===== src/rtl/cpu_clock_gen.sv =====
// cpu_clock_gen: button debounce plus run/step/halt control that produces a
// one-cycle CPU advance enable on the board clock.
// Build option: CPU_CLOCK_DEBOUNCE_EN keeps the button debouncers; without it
// the debounced level is taken straight from the synchronizer.
module cpu_clock_gen #(
    parameter int unsigned CLK_HZ          = 100_000_000,
    parameter int unsigned DEBOUNCE_CYCLES = 1_000_000,
    parameter int unsigned BASE_DIV        = 1_562_500,
    parameter int unsigned DIV_WIDTH       = 27
) (
    input  logic       clk,
    input  logic       rst_n,
    input  logic       step_btn,
    input  logic       mode_btn,
    input  logic       halt,
    input  logic [1:0] rate_sel,
    output logic       cpu_clk_en,
    output logic       cpu_clk_led,
    output logic       running,
    output logic       halted
);

    localparam logic [DIV_WIDTH-1:0] PER_M1_64HZ = DIV_WIDTH'(BASE_DIV - 1);
    localparam logic [DIV_WIDTH-1:0] PER_M1_16HZ = DIV_WIDTH'(BASE_DIV * 4 - 1);
    localparam logic [DIV_WIDTH-1:0] PER_M1_4HZ  = DIV_WIDTH'(BASE_DIV * 16 - 1);
    localparam logic [DIV_WIDTH-1:0] PER_M1_1HZ  = DIV_WIDTH'(BASE_DIV * 64 - 1);

    typedef enum logic [1:0] {
        ST_STEP   = 2'd0,
        ST_RUN    = 2'd1,
        ST_HALTED = 2'd2
    } state_t;

    // Bit 0 is the step button, bit 1 the mode button.
    logic [1:0] btn_raw;
    logic [1:0] sync1;
    logic [1:0] sync2;
    logic [1:0] stable;
    logic [1:0] stable_d;
    logic       step_ev;
    logic       mode_ev;

    state_t               state;
    state_t               state_nxt;
    logic [DIV_WIDTH-1:0] div_cnt;
    logic [DIV_WIDTH-1:0] div_nxt;
    logic [DIV_WIDTH-1:0] period_m1;
    logic                 pulse_nxt;

    // CLK_HZ is documentation only; DEBOUNCE_CYCLES is unused without debouncers.
    logic unused_params;
    assign unused_params = ^{32'(CLK_HZ), 32'(DEBOUNCE_CYCLES)};

    assign btn_raw = {mode_btn, step_btn};

    // Two-stage synchronizer for both asynchronous buttons.
    always_ff @(posedge clk or negedge rst_n) begin
        if (!rst_n) begin
            sync1 <= '0;
            sync2 <= '0;
        end else begin
            sync1 <= btn_raw;
            sync2 <= sync1;
        end
    end

`ifdef CPU_CLOCK_DEBOUNCE_EN
    localparam int unsigned DB_W = (DEBOUNCE_CYCLES > 1) ? $clog2(DEBOUNCE_CYCLES) : 1;

    logic [DB_W-1:0] db_cnt [2];

    // Accept a new level only after it has differed for DEBOUNCE_CYCLES samples.
    always_ff @(posedge clk or negedge rst_n) begin
        if (!rst_n) begin
            stable <= '0;
            for (int i = 0; i < 2; i++) begin
                db_cnt[i] <= '0;
            end
        end else begin
            for (int i = 0; i < 2; i++) begin
                if (sync2[i] != stable[i]) begin
                    if (db_cnt[i] == DB_W'(DEBOUNCE_CYCLES - 1)) begin
                        stable[i] <= sync2[i];
                        db_cnt[i] <= '0;
                    end else begin
                        db_cnt[i] <= db_cnt[i] + DB_W'(1);
                    end
                end else begin
                    db_cnt[i] <= '0;
                end
            end
        end
    end
`else
    assign stable = sync2;
`endif

    // Previous stable level, for rising-edge event detection.
    always_ff @(posedge clk or negedge rst_n) begin
        if (!rst_n) begin
            stable_d <= '0;
        end else begin
            stable_d <= stable;
        end
    end

    assign step_ev = stable[0] & ~stable_d[0];
    assign mode_ev = stable[1] & ~stable_d[1];

    // Run period (minus one) selected by the DIP switches.
    always_comb begin
        period_m1 = PER_M1_1HZ;
        case (rate_sel)
            2'd3:    period_m1 = PER_M1_64HZ;
            2'd2:    period_m1 = PER_M1_16HZ;
            2'd1:    period_m1 = PER_M1_4HZ;
            default: period_m1 = PER_M1_1HZ;
        endcase
    end

    // State, divider and registered outputs.
    always_ff @(posedge clk or negedge rst_n) begin
        if (!rst_n) begin
            state       <= ST_STEP;
            div_cnt     <= '0;
            cpu_clk_en  <= 1'b0;
            cpu_clk_led <= 1'b0;
            running     <= 1'b0;
            halted      <= 1'b0;
        end else begin
            state       <= state_nxt;
            div_cnt     <= div_nxt;
            cpu_clk_en  <= pulse_nxt;
            cpu_clk_led <= cpu_clk_led ^ pulse_nxt;
            running     <= (state_nxt == ST_RUN);
            halted      <= (state_nxt == ST_HALTED);
        end
    end

    // Next state: halt beats mode, mode beats step or a due divider pulse.
    always_comb begin
        state_nxt = state;
        div_nxt   = '0;
        pulse_nxt = 1'b0;
        case (state)
            ST_STEP: begin
                if (halt) begin
                    state_nxt = ST_HALTED;
                end else if (mode_ev) begin
                    state_nxt = ST_RUN;
                end else if (step_ev) begin
                    pulse_nxt = 1'b1;
                end
            end
            ST_RUN: begin
                if (halt) begin
                    state_nxt = ST_HALTED;
                end else if (mode_ev) begin
                    state_nxt = ST_STEP;
                end else if (div_cnt >= period_m1) begin
                    pulse_nxt = 1'b1;
                end else begin
                    div_nxt = div_cnt + DIV_WIDTH'(1);
                end
            end
            ST_HALTED: begin
                state_nxt = ST_HALTED;
            end
            default: begin
                state_nxt = ST_STEP;
            end
        endcase
    end

endmodule


===== config.mk =====
export PLATFORM = sky130hd
export DESIGN_NAME = cpu_clock_gen
export DESIGN_NICKNAME = d
export VERILOG_FILES = /design/src/rtl/cpu_clock_gen.sv
export SDC_FILE = /design/constraint.sdc
export NUM_CORES = 1
export LEC_CHECK = 0
export BUFFER_PORTS_ARGS = -buffer_cell sky130_fd_sc_hd__buf_2
export CORE_AREA = 2 2 65 67
export CTS_CLUSTER_DIAMETER = 40
export DETAILED_ROUTE_END_ITERATION = 10
export DIE_AREA = 0 0 67 69
export GPL_TIMING_DRIVEN = 0
export PLACE_DENSITY = 0.88
export SETUP_SLACK_MARGIN = 0.1
export SYNTH_ARGS = -nofsm -noshare
export SYNTH_HDL_FRONTEND = slang
export SYNTH_SLANG_ARGS = --single-unit

===== constraint.sdc =====
create_clock -name clk -period 5.9 [get_ports clk]
set_input_delay 0.295 -clock clk [delete_from_list [all_inputs] [get_ports clk]]
set_output_delay 0.295 -clock clk [all_outputs]
set_load 0.005 [all_outputs]

==> reports/results.tsv, run 1 <==
metric	value	unit
cp_slowest_cell	or4b_1	
port_buffers	10	
drtPass1Iterations	4	
initial_utilization	0.626	
clk_pin_slew	0.08	ns
p_sw_frac	0.216	
grt_pass1_vias	1768	
synth_xor_area_frac	0.100	
p_leak	0.00117	uW
worst_pin_slew	0.848	ns
synth_top_family_by_area	simple AND/OR/NAND/NOR gates	
grt.overflow.total	0	
hpwl	3180	um
grt_pass1_wl	7680	um
total_power	568	uW
outcome	complete, no violations	
post_cts_buffers	0	
r2r_start	div_cnt[6]	
drc	0	
yosysWarnings	0	
crit_end	div_cnt[12]	
cts_buffer_depth	2	
wl_per_cell	14.4	um
synth_top_area_frac	0.388	
finalSetupViolCount	0	
synthCells	237	
end_kind	flop	
num_io_pins	11	
crit_arrival	3.29	ns
relSlewSlack	0.435	
syn-cell-area	2450	um^2
gp_congestion	0.786	
synth.distinct_cells	44	
grt_max_degree	39	
clk_root_buffer_cell	clkbuf_8	
dieArea	4620	um^2
reg2regPathDepth	9	
netlist_top_cells_area	dfrtp_1, ha_1, nor2_4	
finalHoldViolations	0	
critPathKind	input port to flop	
rows	23	
antenna_found_initial	0	
via_count	1764	
grt_usage	0.212	
p_sw	123	uW
synth_seq_cells	38	
yosysSeqAreaShare	0.388	
yosys.area_share.simple	0.265	
synth_area_per_cell	10.3	um^2
cp-start-kind	input port	
rsz0062_at_grt	false	
crit_chain	buf_2, inv_1, ha_1, buf_6, inv_1, ha_1, or4b_1, a211oi_1, o21ai_0, a311oi_1, or4_1, buf_6, buf_12, nor2_4	
muxShareOfSynthArea	0	
p_comb_frac	0.059	
dp_slack	2.57	ns
ys.flop_type	dfrtp_1	
clkPwrFrac	0.474	
required	6.08	ns
hp-class	input port to asynchronous set/reset pin	
cts_sinks	38	
cts_inserted_buffers	5	
crit_fanout	10	
reg2reg_slack	3.20	ns
fin_setup_tns	0	ns
cts_hold_buf	0	
cpPeakStageDelay	0.44	ns
diodes	0	
fmaxAchievable	0.321	GHz
period_share	0.528	
ctsResizeCount	0	
drt_wl_total	4410	um
yosys.area.top_type	dfrtp_1	
viasPerCell	5.78	
fp.dieW	67	um
final.min_clock_period	3.11	ns
clkLatencyLatePin	0.30	ns
mostFrequentLayoutCells	dfrtp_1, ha_1, xor2_1, nor2_4, nor2_1	
irDropWorstVdd	150	uV
synth_edf_count	0	
nets	282	
p_int	446	uW
drt_iter0_markers	87	
drv_cap	0	
p_seq_frac	0.467	
die_h	69	um
cts_tree	built	
ys_async_sr_fraction	1.00	
layout_commonest_cell	dfrtp_1	
final_layout_size_suffix_gt1_frac	0.176	
yosys.area_share.adder	0.107	
crit_start	rate_sel[0]	
htree_levels	2	
clock_skew	0.0107	ns
ant_nets	0	
synth_fp_nets	265	
syn2layout_area_growth	10.2	%
drv_slew	0	
synth-compound-area-share	0.0934	
p_per_area	210	nW/um^2
r2r-end	div_cnt[12]	
setup_ws	2.79	ns
core-area	3910	um^2
[flip-flops by register name (all words and copies together) (netlist names)]
register / flops
stable: 2
sync1: 2
cpu_clk_en: 1
div_cnt: 27
cpu_clk_led: 1
state: 1
running: 1
stable_d: 2
halted: 1
[power groups by stage]
stage | Sequential (uW) | Combinational, uW | Clock, uW
2_1_floorplan | 270 | 18.7 | 0
3_3_place_gp | 270 | 31.9 | 0
3_5_place_dp | 270 | 33.3 | 0
4_1_cts | 265 | 33.8 | 273
5_1_grt | 265 | 38.1 | 285
6_report | 265 | 33.7 | 269
[critical path: cells and delay by family]
kind	cells	cell delay (ns)
AO/OA/AOI/OAI	3	0.77
adder cells (fa/ha/maj)	2	0.69
buffers and inverters	6	0.84
AND/OR/NAND/NOR	3	0.68
[final cells by class]
class	count	area [um^2]
Timing Repair Buffer	10	50.0
Multi-Input combinational cell	184	1390
Clock inverter	3	68.8
Inverter	8	30.0
Clock buffer	5	68.8
Tap cell	50	62.6
Buffer	7	82.6
Fill cell	313	1210
Sequential cell	38	951
[per-layer routing]
metal,share of wire,global-route usage
met4,0.020,0.0862
met2,0.49,0.326
met3,0.044,0.0457
met5,0,0
met1,0.45,0.288
[metrics by stage]
stage / utilization / std cells / cell area, um^2 / hold WS [ns]
after global routing: 0.690 / 305 / 2700 / 0.0742
after detailed placement: 0.655 / 297 / 2560 / 0.341
after global placement: 0.655 / 297 / 2560 / 0.337
after CTS: 0.690 / 305 / 2700 / 0.0874
final: 0.690 / 305 / 2700 / 0.0952
after floorplan: - / 237 / 2450 / -0.000591
[Yosys cell counts, drive strengths merged, types with 3 or more instances]
| cell type | count |
|---|---|
| nand4 | 6 |
| a211oi | 3 |
| a21oi | 6 |
| or3 | 3 |
| nor2b | 3 |
| dfrtp | 38 |
| and3 | 8 |
| and4 | 3 |
| nand2 | 14 |
| o21ai | 6 |
| ha | 21 |
| nor3 | 5 |
| inv | 8 |
| xor2 | 17 |
| nand3 | 14 |
| nor2 | 36 |
| xnor2 | 11 |
| buf | 6 |
[cell families after synthesis]
family | Yosys count
adder cells (fa/ha/maj) | 21
AND/OR/NAND/NOR | 103
flip-flops | 38
XOR/XNOR | 28
AO/OA/AOI/OAI | 32
buffers and inverters | 15
[worst min path at each step]
stage	end	slack, ns
after detailed placement	stable[1]	0.34
final	stable_d[1]	0.1
after floorplan	cpu_clk_en	-0.0006
after CTS	sync1[1]	0.09
after global placement	stable[1]	0.34
after global routing	sync1[1]	0.07
Power figures use the tool's default switching activity.
==> inputs of run 2 (changes only) <==
--- a/config.mk
+++ b/config.mk
@@ -6,12 +6,12 @@
 export NUM_CORES = 1
 export LEC_CHECK = 0
 export BUFFER_PORTS_ARGS = -buffer_cell sky130_fd_sc_hd__buf_2
-export CORE_AREA = 2 2 65 67
+export CORE_AREA = 2 2 70 72
 export CTS_CLUSTER_DIAMETER = 40
 export DETAILED_ROUTE_END_ITERATION = 10
-export DIE_AREA = 0 0 67 69
+export DIE_AREA = 0 0 72 74
 export GPL_TIMING_DRIVEN = 0
-export PLACE_DENSITY = 0.88
+export PLACE_DENSITY = 0.81
 export SETUP_SLACK_MARGIN = 0.1
 export SYNTH_ARGS = -nofsm -noshare
 export SYNTH_HDL_FRONTEND = slang
==> constraint.sdc (replaced) <==
create_clock -name clk -period 2.75 [get_ports clk]
set_input_delay 0.1375 -clock clk [delete_from_list [all_inputs] [get_ports clk]]
set_output_delay 0.1375 -clock clk [all_outputs]
set_load 0.005 [all_outputs]
==> reports/results.tsv, run 2 (synthesis results as in run 1) <==
metric	value	unit	change
period_share	0.938		
rsz0062_at_grt	false		
irDropWorstVdd	220	uV	+47%
grt_pass1_vias	1883		+6.5%
cts_sinks	38		unchanged
finalHoldViolations	0		unchanged
hp-class	input port to flop		
worst_pin_slew	0.808	ns	-0.0397 ns
crit_end	div_cnt[14]		
total_power	1120	uW	+97%
via_count	1829		+3.7%
diodes	0		unchanged
cts_tree	built		
setup_ws	0.170	ns	-2.62 ns
gp_congestion	0.831		+5.6%
grt.overflow.total	0		unchanged
drt_iter0_markers	166		+91%
core-area	4600	um^2	+17%
grt_max_degree	39		unchanged
top_register	div_cnt		
p_leak	0.00122	uW	+4.1%
fin_setup_tns	0	ns	unchanged
antenna_found_initial	0		unchanged
p_seq_frac	0.509		+0.042
die_h	74	um	+7.2%
p_sw	246	uW	+100%
dieArea	5330	um^2	+15%
dp_slack	-0.378	ns	-2.94 ns
initial_utilization	0.533		-0.0932
crit_fanout	11		+1
cts_buffer_depth	2		unchanged
drv_slew	0		unchanged
layout_commonest_cell	dfrtp_1		
p_int	871	uW	+95%
rows	25		+8.7%
cp-start-kind	input port		
largest_reg_flops	27		unchanged
fp.dieW	72	um	+7.5%
dp.cells	301		+1.3%
grt_usage	0.210		-0.00217
clock_skew	0.00643	ns	-0.00424 ns
clk_pin_slew	0.07	ns	about the same
viasPerCell	5.79		about the same
grt_pass1_wl	8610	um	+12%
clkLatencyLatePin	0.29	ns	about the same
r2r-end	div_cnt[14]		
final.min_clock_period	2.58	ns	
reg2regPathDepth	9		unchanged
port_buffers	10		unchanged
num_io_pins	11		unchanged
relSlewSlack	0.461		+0.0265
final_cells	316		+3.6%
p_per_area	386	nW/um^2	+83%
crit_start	rate_sel[0]		
critPathKind	input port to flop		
drt_wl_total	4980	um	+13%
clkPwrFrac	0.410		-0.064
crit_arrival	2.76	ns	-0.53 ns
clk_root_buffer_cell	clkbuf_8		
final_layout_size_suffix_gt1_frac	0.252		+0.0754
htree_levels	2		unchanged
ant_nets	0		unchanged
finalSetupViolCount	0		unchanged
syn2layout_area_growth	18.2	%	
p_comb_frac	0.081		+0.022
end_kind	flop		
reg2reg_slack	0.17	ns	-3.03 ns
fmaxAchievable	0.388	GHz	
r2r_start	div_cnt[3]		
cts_inserted_buffers	5		unchanged
whs	0.0227	ns	-0.0725 ns
drv_cap	0		unchanged
drtPass1Iterations	4		unchanged
outcome	complete, no violations		
mostFrequentLayoutCells	dfrtp_1, xor2_1, nor2_4		
nets	289		+2.5%
hpwl	3330	um	+4.8%
p_sw_frac	0.220		+0.00456
drc	0		unchanged
wl_per_cell	15.8	um	+9.2%
required	2.93	ns	-3.15 ns
[run 2: metal layers]
layer / vias to the layer above / global-route usage / wire length, um / share of wire
met1: 870 / 0.264 / 2120 / 0.42
met3: 15 / 0.0420 / 241 / 0.048
met2: 59 / 0.351 / 2460 / 0.49
li1: 885 / - / - / -
met4: 0 / 0.101 / 170 / 0.034
met5: - / 0 / 0 / 0
[run 2: power groups by stage]
stage                     combinational, uW  clock (uW)  sequential, uW
final                                  89.9         458             569
after global routing                    101         501             570
after CTS                              77.8         471             569
after detailed placement               71.2           0             580
after global placement                 68.9           0             580
after floorplan                        40.2           0             580
[run 2: how the worst min path moves through the flow]
stage	from	endpoint	slack (ns)	depth (start not counted)
final	halt	state[0]	0.02	2
after global routing	halt	state[0]	0.03	2
after CTS	halt	state[0]	0.02	2
after detailed placement	mode_btn	sync1[1]	0.25	1
after global placement	step_btn	sync1[0]	0.26	1
after floorplan	rst_n	cpu_clk_en	-0.16	0
[run 2: timing repair]
| action | CTS | global route |
|---|---|---|
| pin swaps | 1 | 5 |
| buffers inserted | 1 | 1 |
| gates resized for setup | 6 | 16 |
| gates cloned | 0 | 2 |
| endpoints found under the setup margin | 27 | 28 |
| hold endpoints to repair | 40 | 0 |
| hold buffers | 3 | 0 |
[run 2: critical path: stages]
cell and delay [ns]:
buf_2 0.13, inv_2 0.10, ha_4 0.19, buf_6 0.15
inv_1 0.09, ha_4 0.29, or4b_4 0.48, a211oi_2 0.19
o21ai_0 0.12, a311oi_2 0.31, or4_4 0.21, buf_12 0.14
clkbuf_16 0.17, nor2_4 0.04
[run 2: final cells by class]
class,instances,area [um^2]
plain buffers,7,91.3
clock buffers,5,68.8
clock inverters,3,40.0
fillers,358,1700
inverters,8,30.0
multi-input cells,184,1500
flip-flops and latches,38,952
well taps,54,67.6
repair buffers,17,145
[run 2: metrics by stage]
| stage | area (um^2) | util |
|---|---|---|
| floorplan | 2450 | - |
| global placement | 2570 | 0.559 |
| detailed placement | 2570 | 0.559 |
| CTS | 2740 | 0.597 |
| global route | 2900 | 0.630 |
| finish | 2900 | 0.630 |
